### src/rtl/debug_tx_pkg.sv
// Shared types and constants for the debug-port UART packet transmitter.
package debug_tx_pkg;

  typedef enum logic [1:0] {StIdle, StStart, StData, StStop} tx_state_e;

  localparam logic [7:0]  SYNC_BYTE      = 8'hA5;
  localparam int unsigned NUM_DATA_BYTES = 7;

endpackage

### src/rtl/debug_port_tx_if.sv
// Trigger, captured debug bytes and serial/status outputs of debug_port_tx.
interface debug_port_tx_if;
  logic       trigger;
  logic [7:0] debug_port1;
  logic [7:0] debug_port2;
  logic [7:0] debug_port3;
  logic [7:0] debug_port4;
  logic [7:0] debug_port5;
  logic [7:0] debug_port6;
  logic [7:0] debug_port7;
  logic       tx;
  logic       busy;
  logic       done;

  modport master (
    output trigger, debug_port1, debug_port2, debug_port3, debug_port4, debug_port5,
           debug_port6, debug_port7,
    input  tx, busy, done
  );

  modport slave (
    input  trigger, debug_port1, debug_port2, debug_port3, debug_port4, debug_port5,
           debug_port6, debug_port7,
    output tx, busy, done
  );
endinterface

### src/rtl/uart_tx_byte.sv
// 8N1 byte serialiser with a bit-period counter; byte_done_o marks the last cycle of the stop bit
// so the caller can chain the next byte without an idle gap.
module uart_tx_byte
  import debug_tx_pkg::*;
#(
  parameter int unsigned CLKS_PER_BIT = 434
) (
  input  logic       clk,
  input  logic       nreset,
  input  logic       load_i,
  input  logic [7:0] data_i,
  output logic       tx_o,
  output logic       byte_done_o
);

  localparam int unsigned BaudW = $clog2(CLKS_PER_BIT);

  tx_state_e        state_q;
  logic [BaudW-1:0] baud_q;
  logic [2:0]       bit_q;
  logic [7:0]       shift_q;
  logic             tx_q;
  logic             bit_end;

  assign bit_end     = (baud_q == BaudW'(CLKS_PER_BIT - 1));
  assign byte_done_o = (state_q == StStop) && bit_end;
  assign tx_o        = tx_q;

  always_ff @(posedge clk or negedge nreset) begin
    if (!nreset) begin
      state_q <= StIdle;
      baud_q  <= '0;
      bit_q   <= '0;
      shift_q <= '0;
      tx_q    <= 1'b1;
    end else begin
      unique case (state_q)
        StIdle: begin
          if (load_i) begin
            state_q <= StStart;
            shift_q <= data_i;
            baud_q  <= '0;
            bit_q   <= '0;
            tx_q    <= 1'b0;
          end
        end
        StStart: begin
          if (bit_end) begin
            state_q <= StData;
            baud_q  <= '0;
            tx_q    <= shift_q[0];
            shift_q <= shift_q >> 1;
          end else begin
            baud_q <= baud_q + BaudW'(1);
          end
        end
        StData: begin
          if (bit_end) begin
            baud_q <= '0;
            if (bit_q == 3'd7) begin
              state_q <= StStop;
              bit_q   <= '0;
              tx_q    <= 1'b1;
            end else begin
              bit_q   <= bit_q + 3'd1;
              tx_q    <= shift_q[0];
              shift_q <= shift_q >> 1;
            end
          end else begin
            baud_q <= baud_q + BaudW'(1);
          end
        end
        StStop: begin
          if (bit_end) begin
            baud_q <= '0;
            // Chaining straight into the next start bit keeps bytes back-to-back.
            if (load_i) begin
              state_q <= StStart;
              shift_q <= data_i;
              tx_q    <= 1'b0;
            end else begin
              state_q <= StIdle;
              tx_q    <= 1'b1;
            end
          end else begin
            baud_q <= baud_q + BaudW'(1);
          end
        end
        default: state_q <= StIdle;
      endcase
    end
  end

endmodule

### src/rtl/debug_port_tx.sv
// Snapshots seven debug bytes on trigger and sends them as a sync-prefixed 8N1 UART packet.
// Define DEBUG_PORT_TX_CHECKSUM_EN to append an XOR checksum of the seven data bytes.
module debug_port_tx
  import debug_tx_pkg::*;
#(
  parameter int unsigned CLKS_PER_BIT = 434
) (
  input  logic             clk,
  input  logic             nreset,
  debug_port_tx_if.slave   bus
);

`ifdef DEBUG_PORT_TX_CHECKSUM_EN
  localparam int unsigned NumBytes = NUM_DATA_BYTES + 2;
`else
  localparam int unsigned NumBytes = NUM_DATA_BYTES + 1;
`endif
  localparam int unsigned IdxW  = $clog2(NumBytes);
  localparam int unsigned SnapW = $clog2(NUM_DATA_BYTES);

  logic [7:0]      snap_q [NUM_DATA_BYTES];
  logic [IdxW-1:0] idx_q;
  logic            busy_q;
  logic            done_q;

  logic [IdxW-1:0]  next_idx;
  logic [SnapW-1:0] snap_idx;
  logic [7:0]       byte_data;
  logic             start;
  logic             last_byte;
  logic             load;
  logic             byte_done;
  logic             tx;

  assign start     = bus.trigger && !busy_q;
  assign last_byte = (idx_q == IdxW'(NumBytes - 1));
  assign load      = start || (byte_done && !last_byte);

`ifdef DEBUG_PORT_TX_CHECKSUM_EN
  logic [7:0] csum;
  always_comb begin
    csum = '0;
    for (int i = 0; i < NUM_DATA_BYTES; i++) begin
      csum = csum ^ snap_q[i];
    end
  end
`endif

  // The byte mux looks one byte ahead: it selects what the serialiser loads on this edge.
  always_comb begin
    next_idx  = start ? '0 : idx_q + IdxW'(1);
    snap_idx  = SnapW'(next_idx - IdxW'(1));
    byte_data = snap_q[snap_idx];
    if (next_idx == '0) begin
      byte_data = SYNC_BYTE;
    end
`ifdef DEBUG_PORT_TX_CHECKSUM_EN
    else if (next_idx == IdxW'(NumBytes - 1)) begin
      byte_data = csum;
    end
`endif
  end

  always_ff @(posedge clk or negedge nreset) begin
    if (!nreset) begin
      busy_q <= 1'b0;
      done_q <= 1'b0;
      idx_q  <= '0;
      for (int i = 0; i < NUM_DATA_BYTES; i++) begin
        snap_q[i] <= '0;
      end
    end else begin
      done_q <= 1'b0;
      if (start) begin
        busy_q    <= 1'b1;
        idx_q     <= '0;
        snap_q[0] <= bus.debug_port1;
        snap_q[1] <= bus.debug_port2;
        snap_q[2] <= bus.debug_port3;
        snap_q[3] <= bus.debug_port4;
        snap_q[4] <= bus.debug_port5;
        snap_q[5] <= bus.debug_port6;
        snap_q[6] <= bus.debug_port7;
      end else if (byte_done) begin
        if (last_byte) begin
          busy_q <= 1'b0;
          done_q <= 1'b1;
        end else begin
          idx_q <= idx_q + IdxW'(1);
        end
      end
    end
  end

  uart_tx_byte #(
    .CLKS_PER_BIT(CLKS_PER_BIT)
  ) u_tx_byte (
    .clk        (clk),
    .nreset     (nreset),
    .load_i     (load),
    .data_i     (byte_data),
    .tx_o       (tx),
    .byte_done_o(byte_done)
  );

  assign bus.tx   = tx;
  assign bus.busy = busy_q;
  assign bus.done = done_q;

endmodule

### src/flat_wrapper.sv
// flat-port wrapper written by rule: the top's interface ports become plain ports
module debug_port_tx_flat import debug_tx_pkg::*;
#(
  parameter int unsigned CLKS_PER_BIT = 434
)
  (clk, nreset, bus_trigger, bus_debug_port1, bus_debug_port2, bus_debug_port3, bus_debug_port4, bus_debug_port5, bus_debug_port6, bus_debug_port7, bus_tx, bus_busy, bus_done);
  debug_port_tx_if bus_i ();
  input  logic clk;
  input  logic nreset;
  input wire logic [$bits(bus_i.trigger)-1:0] bus_trigger;
  input wire logic [$bits(bus_i.debug_port1)-1:0] bus_debug_port1;
  input wire logic [$bits(bus_i.debug_port2)-1:0] bus_debug_port2;
  input wire logic [$bits(bus_i.debug_port3)-1:0] bus_debug_port3;
  input wire logic [$bits(bus_i.debug_port4)-1:0] bus_debug_port4;
  input wire logic [$bits(bus_i.debug_port5)-1:0] bus_debug_port5;
  input wire logic [$bits(bus_i.debug_port6)-1:0] bus_debug_port6;
  input wire logic [$bits(bus_i.debug_port7)-1:0] bus_debug_port7;
  output wire logic [$bits(bus_i.tx)-1:0] bus_tx;
  output wire logic [$bits(bus_i.busy)-1:0] bus_busy;
  output wire logic [$bits(bus_i.done)-1:0] bus_done;
  assign bus_i.trigger = bus_trigger;
  assign bus_i.debug_port1 = bus_debug_port1;
  assign bus_i.debug_port2 = bus_debug_port2;
  assign bus_i.debug_port3 = bus_debug_port3;
  assign bus_i.debug_port4 = bus_debug_port4;
  assign bus_i.debug_port5 = bus_debug_port5;
  assign bus_i.debug_port6 = bus_debug_port6;
  assign bus_i.debug_port7 = bus_debug_port7;
  assign bus_tx = bus_i.tx;
  assign bus_busy = bus_i.busy;
  assign bus_done = bus_i.done;
  debug_port_tx #(.CLKS_PER_BIT(CLKS_PER_BIT)) u_core (.clk(clk), .nreset(nreset), .bus(bus_i));
endmodule
### config.mk
export PLATFORM = sky130hd
export DESIGN_NAME = debug_port_tx_flat
export DESIGN_NICKNAME = d
export VERILOG_FILES = /design/src/rtl/debug_tx_pkg.sv /design/src/rtl/debug_port_tx_if.sv /design/src/rtl/uart_tx_byte.sv /design/src/rtl/debug_port_tx.sv /design/src/flat_wrapper.sv
export SDC_FILE = /design/constraint.sdc
export NUM_CORES = 1
export LEC_CHECK = 0
export CORE_MARGIN = 2
export CORE_UTILIZATION = 49
export CTS_CLUSTER_SIZE = 30
export DETAILED_ROUTE_END_ITERATION = 10
export GPL_TIMING_DRIVEN = 0
export PLACE_DENSITY = 0.88
export SLEW_MARGIN = 25
export SYNTH_ARGS = -nofsm -noshare
export SYNTH_HDL_FRONTEND = slang
export SYNTH_SLANG_ARGS = --single-unit
### constraint.sdc
create_clock -name clk -period 2.9 [get_ports clk]
set_input_delay 0.87 -clock clk [delete_from_list [all_inputs] [get_ports clk]]
set_output_delay 0.87 -clock clk [all_outputs]
set_load 0.01 [all_outputs]
# Yosys cells after proc, flatten, opt, wreduce, memory -nomap -nowiden
# Cells that the tools add are included.
[word_totals]
register_bits = 84
input_bits = 59
out_inout_bits = 3
word_cells = 93
[classes]
addsub = 4
order_cmp = 1
eq_ne = 13
n_mux = 41
bitwise = 1
reduce_logical = 18
[ops]
columns = ["operator", "n"]
rows = [
  ["8-bit 2-to-1 mux", 8],
  ["8-bit case mux with 4 select lines", 1],
  ["8-bit binary-select mux with 3-bit select", 1],
  ["3-bit 2-to-1 mux", 7],
  ["9-bit 2-to-1 mux", 2],
  ["9-bit case mux with 2 select lines", 1],
  ["1-bit 2-to-1 mux", 13],
  ["2-bit 2-to-1 mux", 5],
  ["2-bit != test (second input constant)", 5],
  ["9-bit by 1-bit adder with 9-bit output (second input constant)", 1],
  ["9-bit equality test (second input constant)", 1],
  ["2-bit case mux with 4 select lines", 1],
  ["4-bit AND reduction", 2],
  ["3-bit by 1-bit adder with 3-bit output (second input constant)", 2],
  ["3-bit equality test (second input constant)", 2],
  ["3-bit case mux with 2 select lines", 1],
  ["2-bit nonzero test", 3],
  ["5-bit AND reduction", 1],
  ["2-bit equality test (second input constant)", 2],
  ["4-bit >= comparator (second input constant)", 1],
  ["2-bit by 1-bit != test with 1-bit output (second input constant)", 2],
  ["3-bit inverter with 4-bit output", 1],
  ["1-bit case mux with 4 select lines", 1],
  ["2-bit AND reduction", 2],
  ["other kinds (9)", 12],
]

# Depth between registers and ports, before layout
# Gate-level depths: netlist of the first run.
[logic_depth]
depth_word = 12
mapped_depth = 13
ltp_nobuf = 10

# Cells and area by module
# From an unflattened synthesis of the first run, not the netlist that was laid out.
[hier_totals]
cells_unflattened = 477
area_unflattened_um2 = 4375.4
[modules_own_cells]
columns = ["module", "instances", "cells_each", "area_each_um2", "seq_area_each_um2"]
rows = [
  ["debug_port_tx", 1, 343, 2971.6, 1526.5],
  ["uart_tx_byte", 1, 134, 1403.8, 576.8],
]

# Least setup slack after synthesis of the first run
# OpenSTA, ideal clock, no wires.
[synth_timing]
kind = "input to register"
from = "input port bus_trigger"
to = "register u_core.u_tx_byte.shift_q[7]"
setup_time_ns = 0.125
arrival_time_ns = 3.219
t_required_ns = 2.775
path_slack_ns = -0.444
cell_stages = 11
n_path_buf = 5
cell_sequence = "nand2b_1 > buf_6 > clkbuf_1 > buf_1 > nand2_1 > ha_1 > clkbuf_1 > clkbuf_1 > mux4_2 > o22ai_1 > o21ai_1"
[synth_between]
elab_chain_cells = 11
word_cells_on_any_way = 13
classes_between = "add/sub (1); mux (8); bitwise (1); reduce/logical (3)"
[synth_rtl]
columns = ["element", "line_no", "rtl"]
rows = [
  ["from (decl)", "flat_wrapper.sv:10", "input wire logic [$bits(bus_i.trigger)-1:0] bus_trigger;"],
  ["1-bit logical AND *", "debug_port_tx.sv:35", "assign start = bus.trigger && !busy_q;"],
  ["3-bit 2-to-1 mux", "debug_port_tx.sv:51", "next_idx = start ? '0 : idx_q + IdxW'(1);"],
  ["3-bit by 1-bit subtractor with 3-bit output", "debug_port_tx.sv:52", "snap_idx = SnapW'(next_idx - IdxW'(1));"],
  ["3-bit inverter with 4-bit output (implied by the code)", "debug_port_tx.sv:53", "byte_data = snap_q[snap_idx];"],
  ["8-bit binary-select mux with 3-bit select", "debug_port_tx.sv:53", ""],
  ["8-bit 2-to-1 mux (implied by the code) (2 in a row)", "debug_port_tx.sv:53", ""],
  ["8-bit 2-to-1 mux", "debug_port_tx.sv:54", "if (next_idx == '0) begin"],
  ["8-bit 2-to-1 mux *", "uart_tx_byte.sv:39, uart_tx_byte.sv:77", ""],
  ["8-bit 2-to-1 mux", "uart_tx_byte.sv:74", "if (bit_end) begin"],
  ["8-bit case mux with 4 select lines *", "uart_tx_byte.sv:37", "unique case (state_q)"],
  ["to (signal assigned)", "uart_tx_byte.sv:41", "shift_q <= data_i;"],
  ["to (signal assigned)", "uart_tx_byte.sv:52", "shift_q <= shift_q >> 1;"],
  ["to (signal assigned)", "uart_tx_byte.sv:79", "shift_q <= data_i;"],
  ["to (decl)", "uart_tx_byte.sv:21", "logic [7:0] shift_q;"],
]
# Every way passes the cells marked *; elsewhere a longest branch is shown, timed or not. The select of a mux whose other input is x is not followed.
# A chain may end at the register's enable or synchronous reset.

# Final worst setup path of the first run
[layout_timing]
from = "input port bus_trigger"
to = "register u_core.u_tx_byte.shift_q[1]"
# The elaborated chain is that of the path after synthesis.

==> out/metrics.cfg, run 1 <==
[placement]
dp_hpwl_um=7887
dp_cells=664
numPortBuffers=61
gp_congestion=0.8992
dpl-instance-area_mm2=0.005129

[critical_path]
crit_path_start_kind=primary input
crit_arrival_ps=3030
crit_path_end_kind=flip-flop
critPathKind=in2reg
crit_fanout=6
ff2ff_setup_slack_ps=190
worstPathRequired_ps=3180

[global_routing]
grt.busiest_layer=met2
first_global_vias=3969
use_met2=0.4029
grt_pass1_wl_um=18390
grt_use_met3=0.03293
grt_use_total=0.2358
grt_max_degree=47
grt_util_met1=0.2990
antenna_found_initial=0
grt_overflow=0

[pwr]
power_density_mw_per_mm2=472.4
seq_power_share=0.476
p_comb_frac=0.132
p_leak_uw=0.002615
sw_frac_of_total=0.2440
clkPwrFrac=0.392
max-vdd-ir-drop_uv=259.1
p_int_uw=1967
power_switching_uw=634.7

[detailed_routing]
wire_per_inst_um=15.97
first_pass_iters=7
via_count=3908
finalWirelength_um=10940
drc=0
vias_per_cell=5.705
drtAntennaViolNets=0
dr.first_iter.drc_count=359

[flow_run]
drv_cap=0

[synth]
syn_avg_cell_area_um2=8.817
ys_warn_count=0
synth.most_common_cell=nand2_1
seq_area_frac_synth=0.4829
synth.cell_area_mm2=0.004355
ys_ff_latch=84
synth_edf_count=0
postSynthCellCount=494
synth_cell_types=53
synth_top_area_frac=0.4769
ys.flop_type=dfrtp_1
syn_nets=565
synth_top_cell_by_area=dfrtp_1
synth_common_cells=196 x nand2_1, 83 x dfrtp_1, 21 x o21ai_0
async_reset_ff_frac=1.000
synthTopCellsByArea=dfrtp_1 48%, nand2_1 17%, ha_1 3.4%, mux4_2 2.6%, o21ai_0 2.4%

[cells_and_area]
diodes=0
n_fill_cell=667
drive_gt1_frac=0.1040
fin_area_mm2=0.005508
syn_to_final_growth_pct=26.46
nets=643
instances_no_fill=685

[timing]
hold_viol=0
rsz0062_at_grt=false
fin_crit_sh=0.9486
tightest_slew_ps=586.4
tns_ps=0
drv_slew=0
clock.fmax_mhz=363.5
maxSlewHeadroom=0.6091
finalCriticalPeriod_ps=2751
skew_ps=9.860
setup_violations=0

[clock_network]
path_clk_slew_ps=90
cts_buffer_depth=2
cts_tree=built
htree_levels=3
clkLatencyLatePin_ps=360
root_buffer=clkbuf_8
cts_buffers=9
cts.sinks=84
ctsHoldBuffers=0

[floorplanning]
rows=34
start_util=0.5019
die_h_um=98.28
coreArea_mm2=0.008678
die_w_um=98.28
pin_count=62
dieArea_mm2=0.009659

[outcome]
outcome=finished clean

[min_path]
hold_path_class=reg2reg

-- sequential cells by signal (all words and copies together), names as in the netlist --
register,cells
u_core.u_tx_byte.state_q,2
u_core.bus.done,1
u_core.bus.busy,1
u_core.u_tx_byte.tx_o,1
u_core.idx_q,3
u_core.u_tx_byte.baud_q,9
u_core.u_tx_byte.shift_q,8
u_core.snap_q,56
u_core.u_tx_byte.bit_q,3
-- power by group through the flow --
stage | Clock (uW) | Combinational [uW] | Sequential [uW]
after global routing | 1080 | 373 | 1240
after floorplan | 0 | 164 | 1250
final | 1020 | 342 | 1240
after CTS | 1030 | 336 | 1240
after detailed placement | 0 | 312 | 1260
after global placement | 0 | 299 | 1260
-- kinds of logic after synthesis --
kind of cell | count (synthesis) | share of synthesized area
muxes | 15 | 0.04970
AOI/OAI and AO/OA | 82 | 0.1276
DFF | 84 | 0.4829
xor gates and xnor gates | 2 | 0.004023
and+or+nand+nor | 264 | 0.2631
buffers and inverters | 35 | 0.03821
adders and majority gates | 12 | 0.03447
-- worst max-delay path, stage by stage --
cell and delay, ps:
dlygate4sd2_1 240, nor2b_4 140, buf_12 130, nor2_8 100, buf_12 110, inv_4 40
ha_4 170, inv_2 100, nand3_4 90, buf_6 160, nand2_4 70, a211oi_1 90
or4_1 540, a31oi_1 180
-- per-stage QoR --
step / hold slack [ps] / util / power [uW] / setup WS (ps)
2_1_floorplan: 437.4 / - / 1415 / 19.12
3_3_place_gp: 453.8 / 0.5890 / 1557 / -1847
3_5_place_dp: 454.8 / 0.5910 / 1572 / -876.0
4_1_cts: 475.0 / 0.6338 / 2600 / 159.1
5_1_grt: 509.8 / 0.6347 / 2698 / 49.02
6_report: 471.4 / 0.6347 / 2602 / 149.2
-- area by class of cell --
cell class              instances  area [um2]  area share
multi-input cells             376        2140      0.3885
flip-flops and latches         84        2103      0.3819
repair buffers                 67       668.1      0.1213
plain buffers                  24       173.9     0.03158
well taps                     108       135.1     0.02453
clock buffers                   9       123.9     0.02249
clock inverters                 7       123.9     0.02249
inverters                      10       40.04    0.007269
-- worst paths after layout --
check,from,endpoint,cells past startpoint
setup / recovery,bus_trigger,u_core.u_tx_byte.shift_q[1],14
hold / removal,u_core.snap_q[43],u_core.snap_q[43],2
setup reg to reg,u_core.idx_q[0],u_core.u_tx_byte.shift_q[1],8
hold reg to reg,u_core.snap_q[43],u_core.snap_q[43],2
max in group asynchronous,nreset,u_core.snap_q[49],2
min in group asynchronous,nreset,u_core.u_tx_byte.baud_q[5],1
-- cells in the final DEF (no fill, tap or decap), types with 3 or more instances in the layout --
cell type,count
nand2_1,195
dfrtp_1,83
clkdlybuf4s50_1,59
o21ai_0,21
a21oi_1,18
nor2_1,17
clkbuf_1,15
clkbuf_8,10
and3_1,10
ha_1,10
nand2b_1,8
o22ai_1,8
inv_1,7
nand3_1,7
mux2i_1,7
a31oi_1,7
nor3_1,6
a211oi_1,6
mux4_2,5
buf_4,5
nor2b_1,4
a22o_1,4
buf_6,3
nand2_2,3
buf_12,3
or2_2,3
o311ai_0,3
or4_1,3
a221o_1,3
bufinv_16,3
-- layer usage --
metal | up-vias | routed length [um]
met5 | - | 0
met4 | 0 | 339
met3 | 32 | 628
met2 | 182 | 5505
met1 | 1880 | 4466
li1 | 1814 | -
-- timing repair --
item / 4_1_cts / 5_1_grt
setup buffers: 4 / 0
gates resized for setup: 19 / 1
pin swaps: 2 / 0
cloned: 2 / 0
setup endpoints to repair: 8 / 3
(Power assumes the default switching activity.)
==> inputs of run 2 (changes only) <==
--- a/config.mk
+++ b/config.mk
@@ -11,6 +11,7 @@
 export DETAILED_ROUTE_END_ITERATION = 10
 export GPL_TIMING_DRIVEN = 0
 export PLACE_DENSITY = 0.88
+export RECOVER_POWER = 100
 export SLEW_MARGIN = 25
 export SYNTH_ARGS = -nofsm -noshare
 export SYNTH_HDL_FRONTEND = slang
==> run 2 against run 1 <==
Fmax shrank 0.68%. Combinational power fell by 1%. Total power down 0.43%. Wire length decreased by 0.40%. Highest routed layer unchanged. Design area shrank 0.52%.
==> out/metrics.cfg, run 2 (synthesis results as in run 1) <==
[clock_network]
cts_buffers=9
root_buffer=clkbuf_8
cts_buffer_depth=2
path_clk_slew_ps=90
ctsHoldBuffers=0
htree_levels=3
cts_tree=built
cts.sinks=84
clkLatencyLatePin_ps=360

[cells_and_area]
reg_top3=u_core.snap_q: 56 flops, u_core.u_tx_byte.baud_q: 9 flops, u_core.u_tx_byte.shift_q: 8 flops
final_cell_mix=196 x nand2_1, 83 x dfrtp_1, 56 x clkdlybuf4s50_1
layout_commonest_cell=nand2_1
nets=643
diodes=0
syn_to_final_growth_pct=25.80
drive_gt1_frac=0.1005
top_register=u_core.snap_q
n_fill_cell=675
largest_register_ffs=56
instances_no_fill=685

[critical_path]
crit_chain=dlygate4sd2_1, nor2b_4, buf_12, nor2_8, buf_12, inv_2, ha_4, inv_2, nand3_4, buf_6, nand2_4, a211oi_1, or4_1, a31oi_1
worstPathRequired_ps=3180
critPathKind=in2reg
max_stage_delay_ps=530
reg2regPathDepth=8
critPathBufInv=6
path_delay_family=simple AND/OR/NAND/NOR gates
crit_fanout=6
crit_arrival_ps=3050
crit_path_start=bus_trigger
cp_slowest_cell=or4_1
timing.rr.start=u_core.idx_q[0]
crit_path_end_kind=flip-flop
crit_path_start_kind=primary input
cp.depth=14

[global_routing]
grt_max_degree=47
first_global_vias=3969
grt_pass1_wl_um=18390
antenna_found_initial=0
grt_overflow=0
grt_use_total=0.2358

[detailed_routing]
first_pass_iters=6
drc=0
via_count=3923
drtAntennaViolNets=0
vias_per_cell=5.727
wire_per_inst_um=15.91
dr.first_iter.drc_count=326
finalWirelength_um=10900

[floorplanning]
rows=34
coreArea_mm2=0.008678
die_h_um=98.28
start_util=0.5019
dieArea_mm2=0.009659
die_w_um=98.28
pin_count=62

[timing]
maxSlewHeadroom=0.2562
fin_crit_sh=0.9550
skew_ps=10.83
finalCriticalPeriod_ps=2770
clock.fmax_mhz=361.1
setup_violations=0
tightest_slew_ps=1116
hold_viol=0
rsz0062_at_grt=false
drv_slew=0

[outcome]
outcome=finished clean

[min_path]
whs_path_depth=2
hold_path_class=reg2reg
min_from=u_core.snap_q[43]

[pwr]
max-vdd-ir-drop_uv=259.2
power_density_mw_per_mm2=472.8
p_total_uw=2590
p_leak_uw=0.002607

[flow_run]
drv_cap=0

[placement]
dp_cells=664
dp_hpwl_um=7887
numPortBuffers=61
gp_congestion=0.8992

[run 2: path summary, 6_finish.rpt]
kind                            slack, ps                          end
worst min register to register        470            u_core.snap_q[43]
worst max-delay path                  130  u_core.u_tx_byte.shift_q[1]
worst min-delay path                  470            u_core.snap_q[43]
max in group asynchronous             680            u_core.snap_q[49]
worst max register to register        190  u_core.u_tx_byte.shift_q[4]
min in group asynchronous             710   u_core.u_tx_byte.baud_q[6]
[run 2: stage by stage]
stage | setup TNS, ps | utilization | hold WS (ps) | setup WS [ps] | instance area, um2
floorplan | 0 | - | 437.4 | 19.12 | 4365
global placement | -159270 | 0.5890 | 453.8 | -1847 | 5111
detailed placement | -6113 | 0.5910 | 454.8 | -876.0 | 5129
CTS | 0 | 0.6338 | 475.0 | 159.1 | 5500
global route | 0 | 0.6313 | 509.8 | 29.40 | 5479
finish | 0 | 0.6313 | 472.2 | 130.4 | 5479
[run 2: report_power, final]
part	total [uW]	switching, uW	internal, uW
Combinational	338	165	173
Clock	1010	437	578
Sequential	1240	26.4	1210
Total	2590	628	1960
[run 2: worst min-delay path, stage by stage (launching register included)]
cell	delay, ps
dfrtp_1	340
nand2_1	50
nand2_1	50
[run 2: cell type report]
cell class,count,area [um2],share of cell area
clock inverters,7,123.9,0.02261
repair buffers,67,646.9,0.1181
plain buffers,24,171.4,0.03129
multi-input cells,376,2137,0.3900
inverters,10,37.54,0.006851
clock buffers,9,123.9,0.02261
well taps,108,135.1,0.02466
flip-flops and latches,84,2103,0.3839
[run 2: layer usage]
| layer | GRT usage | wire [um] | vias to the layer above |
|---|---|---|---|
| li1 | - | - | 1815 |
| met1 | 0.2990 | 4349 | 1885 |
| met2 | 0.4029 | 5597 | 190 |
| met3 | 0.03293 | 653 | 33 |
| met4 | 0.1043 | 296 | 0 |
| met5 | 0 | 0 | - |
[run 2: repair_timing]
action,CTS,global route
gates cloned,2,0
resized for setup,19,1
setup endpoints to repair,8,3
buffers inserted,4,0
pin swaps,2,0
==> inputs of run 3 (changes only) <==
--- a/config.mk
+++ b/config.mk
@@ -12,7 +12,7 @@
 export GPL_TIMING_DRIVEN = 0
 export PLACE_DENSITY = 0.88
 export RECOVER_POWER = 100
-export SLEW_MARGIN = 25
+export SLEW_MARGIN = 0
 export SYNTH_ARGS = -nofsm -noshare
 export SYNTH_HDL_FRONTEND = slang
 export SYNTH_SLANG_ARGS = --single-unit
==> run 3 against run 2 <==
The flow now finishes with violations (capacitance limit, slew limit). Combinational power grew 1%. Highest routed layer unchanged. Sequential cell count stayed put. Non-clock buffer count increased by 3. Critical path depth down 1. Sequential power hardly changed. First-iteration DRC count is 18% higher. Setup slack got worse by 15 ps. Register-to-register slack worse by 20 ps. Design area up 0.16%. Global-route usage grew 0.81 points. Clock skew shrank 3.4 ps. Hold slack lost 68 ps.
==> out/metrics.cfg, run 3 (synthesis results as in run 1) <==
[outcome]
outcome=finished with violations
violations=capacitance limit, slew limit

[placement]
gp_congestion=0.8992
dp_hpwl_um=7823
pre_cts_ws_ps=-869.5
numPortBuffers=61
dp_cells=664
dpl-instance-area_mm2=0.005136

[clock_network]
cts_buffer_depth=2
path_clk_slew_ps=90
clkLatencyLatePin_ps=360
cts_tree=built
cts.sinks=84
htree_levels=3
cts_buffers=9
root_buffer=clkbuf_8

[timing]
drv_slew=77
skew_ps=7.439
fin_crit_sh=0.9602
maxSlewHeadroom=-0.09067
clock.fmax_mhz=359.1
hold_viol=0
setup_violations=0
tightest_slew_ps=1636
rsz0062_at_grt=false
tns_ps=0
finalCriticalPeriod_ps=2784
layout_setup_ws_ps=115.5

[global_routing]
grt_use_total=0.2440
grt_max_degree=77
use_met2=0.4165
grt_pass1_wl_um=18790
grt.busiest_layer=met2
first_global_vias=4022
grt_use_met3=0.04223
grt_util_met1=0.2941
grt_overflow=0
antenna_found_initial=0

[cells_and_area]
instances_no_fill=687
largest_register_ffs=56
fin_area_mm2=0.005488
nets=645
syn_to_final_growth_pct=26.00
reg_top3=u_core.snap_q: 56 flops, u_core.u_tx_byte.baud_q: 9 flops, u_core.u_tx_byte.shift_q: 8 flops
drive_gt1_frac=0.09845
layout_commonest_cell=nand2_1
diodes=0
n_fill_cell=673
final_cell_mix=196 x nand2_1, 83 x dfrtp_1, 56 x clkdlybuf4s50_1
top_register=u_core.snap_q

[critical_path]
crit_chain=dlymetal6s2s_1, nor2b_1, buf_12, nor2_8, buf_12, inv_2, ha_4, inv_2, nand3_4, clkbuf_2, o311ai_0, or4_1, a31oi_1
critPathKind=in2reg
critPathBufInv=6
crit_path_end_kind=flip-flop
crit_arrival_ps=3070
reg2regPathDepth=8
max_stage_delay_ps=470
r2r-end=u_core.u_tx_byte.shift_q[1]
crit_path_start_kind=primary input
ff2ff_setup_slack_ps=170
timing.rr.start=u_core.idx_q[0]
crit_fanout=5
worstPathRequired_ps=3190
cp_slowest_cell=or4_1
path_delay_family=simple AND/OR/NAND/NOR gates

[detailed_routing]
drtAntennaViolNets=0
dr.first_iter.drc_count=385
wire_per_inst_um=16.45
via_count=3933
drc=0
vias_per_cell=5.725
first_pass_iters=5
finalWirelength_um=11300

[floorplanning]
start_util=0.5019
rows=34
coreArea_mm2=0.008678
die_w_um=98.28
die_h_um=98.28
dieArea_mm2=0.009659
pin_count=62

[pwr]
p_leak_uw=0.002617
power_density_mw_per_mm2=475.1
max-vdd-ir-drop_uv=236.5

[flow_run]
drv_cap=1

[min_path]
hold_path_class=in2async

==> run 3: changes by cell type in the layout (fill, tap and decap cells not counted), sizes merged <==
cell          delta
dlymetal6s2s     +1
dlygate4sd2      -1
nand2            -1
buf              +3
==> run 3: per-layer routing <==
layer  wire [um]  vias to the layer above
met1        4424                     1903
met2        5725                      161
met5           0                        -
met4         476                        0
met3         678                       49
li1            -                     1820
==> run 3: what timing repair did <==
action / 4_1_cts / 5_1_grt
buffers inserted: 4 / 3
resized for setup: 18 / 2
hold buffers: 0 / 0
gates cloned: 1 / 0
pin swaps: 6 / 4
endpoints found under the setup margin: 8 / 8
hold endpoints to repair: 0 / 0
==> run 3: worst register-to-register path: stages (launching register included) <==
cell and delay, ps:
dfrtp_1 520, ha_1 270, ha_1 470, inv_2 110, o21ai_4 300, and3_1 210, a211oi_1 40, or4_1 540
a31oi_1 190
==> run 3: how the worst max path moves through the flow <==
stage	start	end	slack (ps)	cells past startpoint
4_1_cts	bus_trigger	u_core.u_tx_byte.shift_q[1]	2	14
6_report	bus_trigger	u_core.u_tx_byte.shift_q[1]	120	13
2_1_floorplan	bus_trigger	u_core.u_tx_byte.shift_q[1]	20	13
5_1_grt	bus_trigger	u_core.u_tx_byte.shift_q[0]	30	14
3_3_place_gp	nreset	u_core.snap_q[15]	-1850	1
3_5_place_dp	bus_trigger	u_core.u_tx_byte.shift_q[7]	-870	12
==> run 3: cell type report <==
class                           count  area (um2)  share of cell area
Sequential cell                    84        2103              0.3833
Tap cell                          108       135.1             0.02462
Inverter                           10       37.54            0.006840
Timing Repair Buffer               70       665.6              0.1213
Multi-Input combinational cell    375        2127              0.3876
Clock inverter                      7       123.9             0.02257
Buffer                             24       171.4             0.03124
Clock buffer                        9       123.9             0.02257
==> run 3: power by group <==
group | total (uW) | internal [uW] | switching, uW | leakage [uW]
clock network | 1030 | 578 | 448 | 0.000120
logic | 342 | 171 | 171 | 0.00145
registers | 1240 | 1210 | 27.7 | 0.00105
==> run 3: metrics by stage <==
step                utilization  hold slack, ps  total power, uW
floorplan                     -           437.4             1415
global placement         0.5890           453.8             1557
detailed placement       0.5918           454.6             1575
CTS                      0.6345           316.2             2609
global route             0.6324           437.2             2700
finish                   0.6324           404.2             2607
